File: src/rtl/squ_conv_scheduler.sv
// rtl/squ_conv_scheduler.sv - squeeze-layer request scheduler: walks beat/kernel/column/row,
// issues paired data/kernel consume strobes, then drains the MAC pipeline before signalling done.
module squ_conv_scheduler #(
    parameter int PIPE_LAT = 24
) (
    input  logic       clk_i,
    input  logic       rst_i,
    input  logic       start_i,
    input  logic [5:0] beats_per_out_i,
    input  logic [9:0] no_of_squ_kernals_i,
    input  logic [6:0] squ_layer_dimension_i,
    input  logic       squ_data_ready_i,
    input  logic       squ_ker_ready_i,
    input  logic       output_fifo_busy_i,
    output logic       squ_data_req_o,
    output logic       squ_ker_req_o,
    output logic       fifo_squ_bash_clr_o,
    output logic       last_beat_o,
    output logic [9:0] cur_ker_o,
    output logic [6:0] cur_row_o,
    output logic [6:0] cur_col_o,
    output logic       busy_o,
    output logic       done_o
);

    localparam int DW = $clog2(PIPE_LAT + 2);

    typedef enum logic [1:0] {S_IDLE, S_RUN, S_DRAIN, S_DONE} state_t;

    state_t        r_state;
    state_t        w_next;
    logic [5:0]    r_n;
    logic [9:0]    r_k;
    logic [6:0]    r_d;
    logic [5:0]    r_beat;
    logic [9:0]    r_ker;
    logic [6:0]    r_col;
    logic [6:0]    r_row;
    logic          r_clr;
    logic [DW-1:0] r_drain;

    logic w_req;
    logic w_start;
    logic w_beat_max;
    logic w_ker_max;
    logic w_col_max;
    logic w_row_max;

    assign w_start    = (r_state == S_IDLE) & start_i;
    assign w_req      = (r_state == S_RUN) & squ_data_ready_i & squ_ker_ready_i & ~output_fifo_busy_i;
    assign w_beat_max = (r_beat == r_n);
    assign w_ker_max  = (r_ker == r_k);
    assign w_col_max  = (r_col == r_d);
    assign w_row_max  = (r_row == r_d);

    always_ff @(posedge clk_i or posedge rst_i) begin
        if (rst_i) begin
            r_state <= S_IDLE;
        end else begin
            r_state <= w_next;
        end
    end

    always_comb begin
        w_next = r_state;
        case (r_state)
            S_IDLE:  if (start_i) w_next = S_RUN;
            S_RUN:   if (w_req & w_beat_max & w_ker_max & w_col_max & w_row_max) w_next = S_DRAIN;
            S_DRAIN: if (r_drain == DW'(PIPE_LAT)) w_next = S_DONE;
            S_DONE:  w_next = S_IDLE;
            default: w_next = S_IDLE;
        endcase
    end

    // Config is captured only on an accepted start so it stays stable through RUN/DRAIN.
    always_ff @(posedge clk_i or posedge rst_i) begin
        if (rst_i) begin
            r_n   <= '0;
            r_k   <= '0;
            r_d   <= '0;
            r_clr <= 1'b0;
        end else begin
            r_clr <= w_start;
            if (w_start) begin
                r_n <= beats_per_out_i;
                r_k <= no_of_squ_kernals_i;
                r_d <= squ_layer_dimension_i;
            end
        end
    end

    always_ff @(posedge clk_i or posedge rst_i) begin
        if (rst_i) begin
            r_beat <= '0;
            r_ker  <= '0;
            r_col  <= '0;
            r_row  <= '0;
        end else if (w_start) begin
            r_beat <= '0;
            r_ker  <= '0;
            r_col  <= '0;
            r_row  <= '0;
        end else if (w_req) begin
            r_beat <= w_beat_max ? 6'd0 : r_beat + 6'd1;
            if (w_beat_max) begin
                r_ker <= w_ker_max ? 10'd0 : r_ker + 10'd1;
            end
            if (w_beat_max & w_ker_max) begin
                r_col <= w_col_max ? 7'd0 : r_col + 7'd1;
            end
            if (w_beat_max & w_ker_max & w_col_max) begin
                r_row <= w_row_max ? 7'd0 : r_row + 7'd1;
            end
        end
    end

    // Drain runs free of output_fifo_busy_i; downstream absorbs in-flight results.
    always_ff @(posedge clk_i or posedge rst_i) begin
        if (rst_i) begin
            r_drain <= '0;
        end else if (r_state == S_DRAIN) begin
            r_drain <= r_drain + DW'(1);
        end else begin
            r_drain <= '0;
        end
    end

    assign squ_data_req_o      = w_req;
    assign squ_ker_req_o       = w_req;
    assign fifo_squ_bash_clr_o = r_clr;
    assign last_beat_o         = w_req & w_beat_max;
    assign cur_ker_o           = r_ker;
    assign cur_row_o           = r_row;
    assign cur_col_o           = r_col;
    assign busy_o              = (r_state != S_IDLE);
    assign done_o              = (r_state == S_DONE);

endmodule

File: config.mk
export PLATFORM = sky130hd
export DESIGN_NAME = squ_conv_scheduler
export DESIGN_NICKNAME = d
export VERILOG_FILES = /design/src/rtl/squ_conv_scheduler.sv
export SDC_FILE = /design/constraint.sdc
export NUM_CORES = 1
export LEC_CHECK = 0
export BUFFER_PORTS_ARGS = -buffer_cell sky130_fd_sc_hd__buf_2
export CELL_PAD_IN_SITES_DETAIL_PLACEMENT = 1
export CELL_PAD_IN_SITES_GLOBAL_PLACEMENT = 2
export CORE_MARGIN = 3
export CORE_UTILIZATION = 37
export CTS_CLUSTER_DIAMETER = 100
export DETAILED_ROUTE_END_ITERATION = 10
export PLACE_DENSITY = 0.93
export SYNTH_ARGS = -nofsm -noshare
export SYNTH_HDL_FRONTEND = slang
export SYNTH_SLANG_ARGS = --single-unit
export TNS_END_PERCENT = 10
File: constraint.sdc
create_clock -name clk_i -period 3.83 [get_ports clk_i]
set_clock_uncertainty 0.15 [all_clocks]
set_input_delay 0.766 -clock clk_i [delete_from_list [all_inputs] [get_ports clk_i]]
set_output_delay 0.766 -clock clk_i [all_outputs]
set_load 0.02 [all_outputs]
Word-level counts from Yosys, hierarchy flattened
Cells that the tools add are included.
W data, S select, Z words.
- register bits: 61
- latch bits: 0
- bits in writable memories: 0
- ROM bits: 0
- input port bits: 29
- output and inout port bits: 30
- memories kept: 0
- add/sub/neg operators: 5
- $mul: 0
- divide/modulo/power cells: 0
- order comparisons: 0
- equality and inequality tests: 11
- shift operators: 0
- multiplexer cells: 20
- bitwise operators: 11
- reductions and logical operators: 10
- operators with widths (kind ; count):
    $mux W7 ; 8
    $mux W10 ; 4
    $mux W6 ; 3
    $add A7 B1 Y7 const B ; 2
    $eq A7 B7 Y1 ; 2
    $add A10 B1 Y10 const B ; 1
    $and A1 B1 Y1 ; 10
    $eq A10 B10 Y1 ; 1
    $reduce_bool A2 Y1 ; 5
    $pmux W2 S4 ; 1
    $add A6 B1 Y6 const B ; 1
    $eq A6 B6 Y1 ; 1
    $mux W2 ; 3
    $reduce_and A2 Y1 ; 3
    $add A5 B1 Y5 const B ; 1
    $eq A5 B5 Y1 const B ; 1
    $mux W5 ; 1
    $eq A2 B2 Y1 const B ; 2
    $ne A2 B2 Y1 const B ; 2
    $reduce_and A3 Y1 ; 1
    $eq A2 B1 Y1 const B ; 1
    $logic_not A2 Y1 ; 1
    $ne A2 B1 Y1 const B ; 1
    $not A1 Y1 ; 1

Depth between registers and ports, before layout
- depth after elaboration: 10
- depth in mapped cells: 8
- mapped depth without buffers: 7

Least setup slack after synthesis
Ideal clock, no wire load.
- path kind: input -> output
- start: in output_fifo_busy_i
- end: out last_beat_o
- data arrival time: 2.009 ns
- path slack: 0.905 ns
- cell stages on the path: 4
- path buffers: 0
- cells stage by stage: nand4b_1 -> inv_1 -> nand3_1 -> nor3_1
- cells in the longest elaborated chain, start to end: 3
- RTL lines (what ; RTL line ; text):
    start, declared ; 14 ; input logic output_fifo_busy_i,
    $not A1 Y1 ; 50 ; assign w_req = (r_state == S_RUN) & squ_data_ready_i & squ_ker_ready_i & ~output_fifo_busy_i;
    $and A1 B1 Y1 ; 50 ;
    named net squ_data_req_o ; 15 ; output logic squ_data_req_o,
    $and A1 B1 Y1 ; 131 ; assign last_beat_o = w_req & w_beat_max;
    end, declared ; 18 ; output logic last_beat_o,
The timed path passes the listed nets, and every way through them passes these cells.

Worst setup path after layout
- start: reg r_state[1]
- end: out last_beat_o
- cells in the longest elaborated chain, start to end: 5
- RTL lines (what ; RTL line ; text):
    start, declared ; 30 ; state_t r_state;
    start signal, assigned ; 60 ; r_state <= w_next;
    $eq A2 B1 Y1 ; 50 ;
    $and A1 B1 Y1 (3 in series) ; 50 ;
    $and A1 B1 Y1 ; 131 ;
No other way between the ends.

==> impl.org <==
** Critical path
- Data required time of the worst path :: about 2900 ps
- Crit path capture type :: primary output
- The critical path is of the reg -> out type.
- STA classifies the critical path startpoint as a flop.
- Largest driver fanout on the critical path :: 8
- Arrival @ worst endpoint :: 2180 ps

** Synthesis
- Counting every net in the synthesized netlist gives between 300 and 400.
- Averaged over all synthesized cells, the footprint is roughly 9.4 um2.
- Yosys printed 0 warnings.
- Flip-flop and latch count after synthesis :: 61
- In this run the cell area of the synthesized design comes to 3270 um2.
- Cells after Synth :: 346
- Synth area leaders :: sky130_fd_sc_hd__dfrtp_1 47%, sky130_fd_sc_hd__nand2_1 10%, sky130_fd_sc_hd__xnor2_1 7.2%
- Summed over its instances, the top area cell type makes up a little under half of the synthesized netlist area.
- Cell taking the most area after synthesis :: sky130_fd_sc_hd__dfrtp_1
- Unique cell type count in the Yosys netlist :: 44
- After synthesis, flip-flops and latches occupy 46.7% of the total area.

** Floorplanning
- Initial core utilization :: 39.0%
- Area of the core :: 8380 um2
- Die ar. :: 9990 um2
- Horizontal die dimension :: 100 um
- The initialized floorplan defines 33 standard-cell rows.
- For this design the top-level I/O count stands at 59.
- The die is 100 um tall.

** Clock network
- Count of buffers added by post-CTS timing repair for setup :: 0
- Number of clock buffers inserted by TritonCTS :: 9
- The longest clock path from root to sink contains 2 buffers.
- The clock tree synthesis step divided the H-tree into 3 levels.
- TritonCTS sink count :: 61
- TritonCTS clock tree :: done
- After clock tree synthesis, the clock-pin slew on the worst setup and hold paths is 80 ps.
- The cell sitting at the root of the clock tree is a sky130_fd_sc_hd__clkbuf_8.
- Post-CTS repair changed the size of 0 cells.
- Clock latency on the worst-skew pair, taken at its later pin, is 350 ps.
- In this run, post-CTS hold repair placed 0 buffers.

** Layout
- The final layout contains 451 nets.
- The number of antenna diodes in the final layout is 0.
- Compared with the post-synthesis result, the final layout area differs by 17.3%.
- Final Instance Count excl. Fillers :: 520
- Cells fill 45.7% of the core in the end.
- Of the cells placed in the final design, the portion with a size suffix greater than 1 is around 22%.
- The library cell used most frequently in the layout, excluding fill and tap cells, is sky130_fd_sc_hd__nand2_1.
- Highest-count cells in the layout ignoring fill and taps :: 87 x sky130_fd_sc_hd__nand2_1, 61 x sky130_fd_sc_hd__dfrtp_1, 58 x sky130_fd_sc_hd__buf_2

** STA
- Of the available clock period, the critical path in the final layout requires around 81%.
- The number of hold violations in the final report was 0.
- Normalized max-slew margin :: 58.7%
- Final min period :: 3100 ps
- The number of max-slew violations in the final report is 0.
- Setup violations remaining at the end of the flow were counted as 0.
- Total Negative Setup Slacks :: 0 ps
- At the pin with the least slew margin, the transition time is 619 ps.
- Derived from the worst setup path, the maximum achievable clock frequency is 323 MHz.
- RSZ-0062 raised after global routing :: no

** Routing
- For this block, the initial DRC count from the detailed router was 50.
- After detailed routing, the average wire length per cell comes to 16.1 um.
- The routed layout has 2674 vias.
- Summed over all layers, the routed wires come to roughly 8400 um.
- After detailed routing, the number of vias per cell comes to around 5.1.
- Remaining design rule violation count :: 0
- Before antenna repair, the detailed router went through 4 iterations.
- The detail route stage leaves a number of antenna-violating nets equal to 0.

** Global routing
- Pin count of the biggest net entering global routing :: 48
- The first global-routing pass estimated 14400 um of wire.
- In the global route stage, overall resource usage came out at 18.3%.
- The number of antenna violations at the first check in global routing was 0.
- Number of global-route vias before repair :: 2857
- For this run the aggregate overflow at the end of global routing stands at 0.

** Pwr
- Summed over all cells, the static leakage comes to 0.00192 uW.
- Worst voltage drop across the vdd grid :: 0.000277 V
- For this design the ratio of total power to cell area is 568 nW/um2.
- The completed layout was analyzed and its total power is 2180 uW.

** Outcome
- Result of the run :: completed

** Job
- Across the run, the number of max-cap violations was 0.

** Hold path
- The worst hold path belongs to the class in -> async.

** Place
- In this run, placement finished with an instance count of 505.
- The congestion estimate from routability-driven global placement came to 0.773.
- Once detailed placement completed, the half-perimeter wirelength came to 5960 um.
- Port Buffers :: 58
routing by layer:
layer | global-route usage [%] | up-vias | part of all wire (%)
met5 | 0 | - | 0
met4 | 7.14 | 0 | 1.6
met3 | 3.82 | 14 | 4.5
met2 | 30.3 | 61 | 49
met1 | 23.4 | 1313 | 45
li1 | - | 1286 | -
Yosys cell counts, drive strengths merged:
| cell | instances |
|---|---|
| o2bb2ai | 2 |
| or2 | 4 |
| xor2 | 19 |
| mux2 | 1 |
| or3b | 4 |
| a31o | 1 |
| a221o | 1 |
| clkbuf | 5 |
| and2b | 1 |
| a32o | 2 |
| o211ai | 2 |
| dfrtp | 61 |
| and4 | 1 |
| and3 | 4 |
| mux2i | 2 |
| a21o | 1 |
| or3 | 4 |
| a31oi | 1 |
| nor3b | 1 |
| nand4 | 14 |
| nand2 | 87 |
| nor4 | 3 |
| inv | 10 |
| ha | 11 |
| xnor2 | 27 |
| nor2 | 22 |
| buf | 5 |
| and2 | 5 |
| a22o | 1 |
| o21ai | 8 |
| nor3 | 5 |
| nand4b | 3 |
| o31ai | 1 |
| nor2b | 2 |
| a21oi | 14 |
| nand3 | 11 |
power breakdown:
part | total [uW] | internal (uW) | switching, uW
Clock | 502 | 248 | 254
Combinational | 743 | 300 | 442
Sequential | 935 | 794 | 141
Total | 2180 | 1340 | 838
flip-flops by register name, indices dropped and copies added (netlist names):
register	cells
cur_col_o	7
cur_ker_o	10
cur_row_o	7
fifo_squ_bash_clr_o	1
r_beat	6
r_d	7
r_drain	5
r_k	10
r_n	6
r_state	2
worst paths after layout:
kind                                         from                  endpoint  slack, ps  cells past startpoint
setup reg to reg           r_state[1]$_DFFE_PP0P_  cur_row_o[4]$_DFFE_PP0P_       1060                      7
min in group clk_i           r_drain[0]$_DFF_PP0_      r_drain[0]$_DFF_PP0_        340                      1
hold reg to reg              r_drain[0]$_DFF_PP0_      r_drain[0]$_DFF_PP0_        340                      1
setup / recovery           r_state[1]$_DFFE_PP0P_               last_beat_o        730                      7
max in group asynchronous                   rst_i  cur_ker_o[6]$_DFFE_PP0P_       2380                      3
hold / removal                              rst_i  cur_row_o[6]$_DFFE_PP0P_        220                      2
per-stage QoR:
stage               hold WS, ps  worst slack, ps  cell area [um2]
finish                      217              730             3830
floorplan                   301              905             3270
global placement            321              912             3670
global route                232              522             3830
CTS                         221              679             3830
detailed placement          327              828             3670
area by class of cell:
class                      count  area [um2]
clock inverter                 2        10.0
inverter                      10        37.5
multi-input combinational    265        1640
timing repair buffer          64         335
fill                         995        4550
tap                          105         131
clock buffer                  13         149
sequential                    61        1530
cell families after synthesis:
kind of cell	count (synthesis)	share of synthesized area (%)
AO/OA/AOI/OAI	34	6.47
flip-flops	61	46.7
XOR/XNOR	46	12.3
multiplexers	3	1.07
adder cells (fa/ha/maj)	11	4.21
buffers and inverters	20	2.95
AND/OR/NAND/NOR	171	26.2
worst max-delay path, stage by stage (launching register included):
cell and delay (ps):
sky130_fd_sc_hd__dfrtp_1 420, sky130_fd_sc_hd__inv_1 110, sky130_fd_sc_hd__ha_1 200, sky130_fd_sc_hd__nand4b_1 400, sky130_fd_sc_hd__inv_1 300, sky130_fd_sc_hd__nand3_1 100
sky130_fd_sc_hd__nor3_1 130, sky130_fd_sc_hd__buf_2 190
Power figures use the tool's default switching activity.
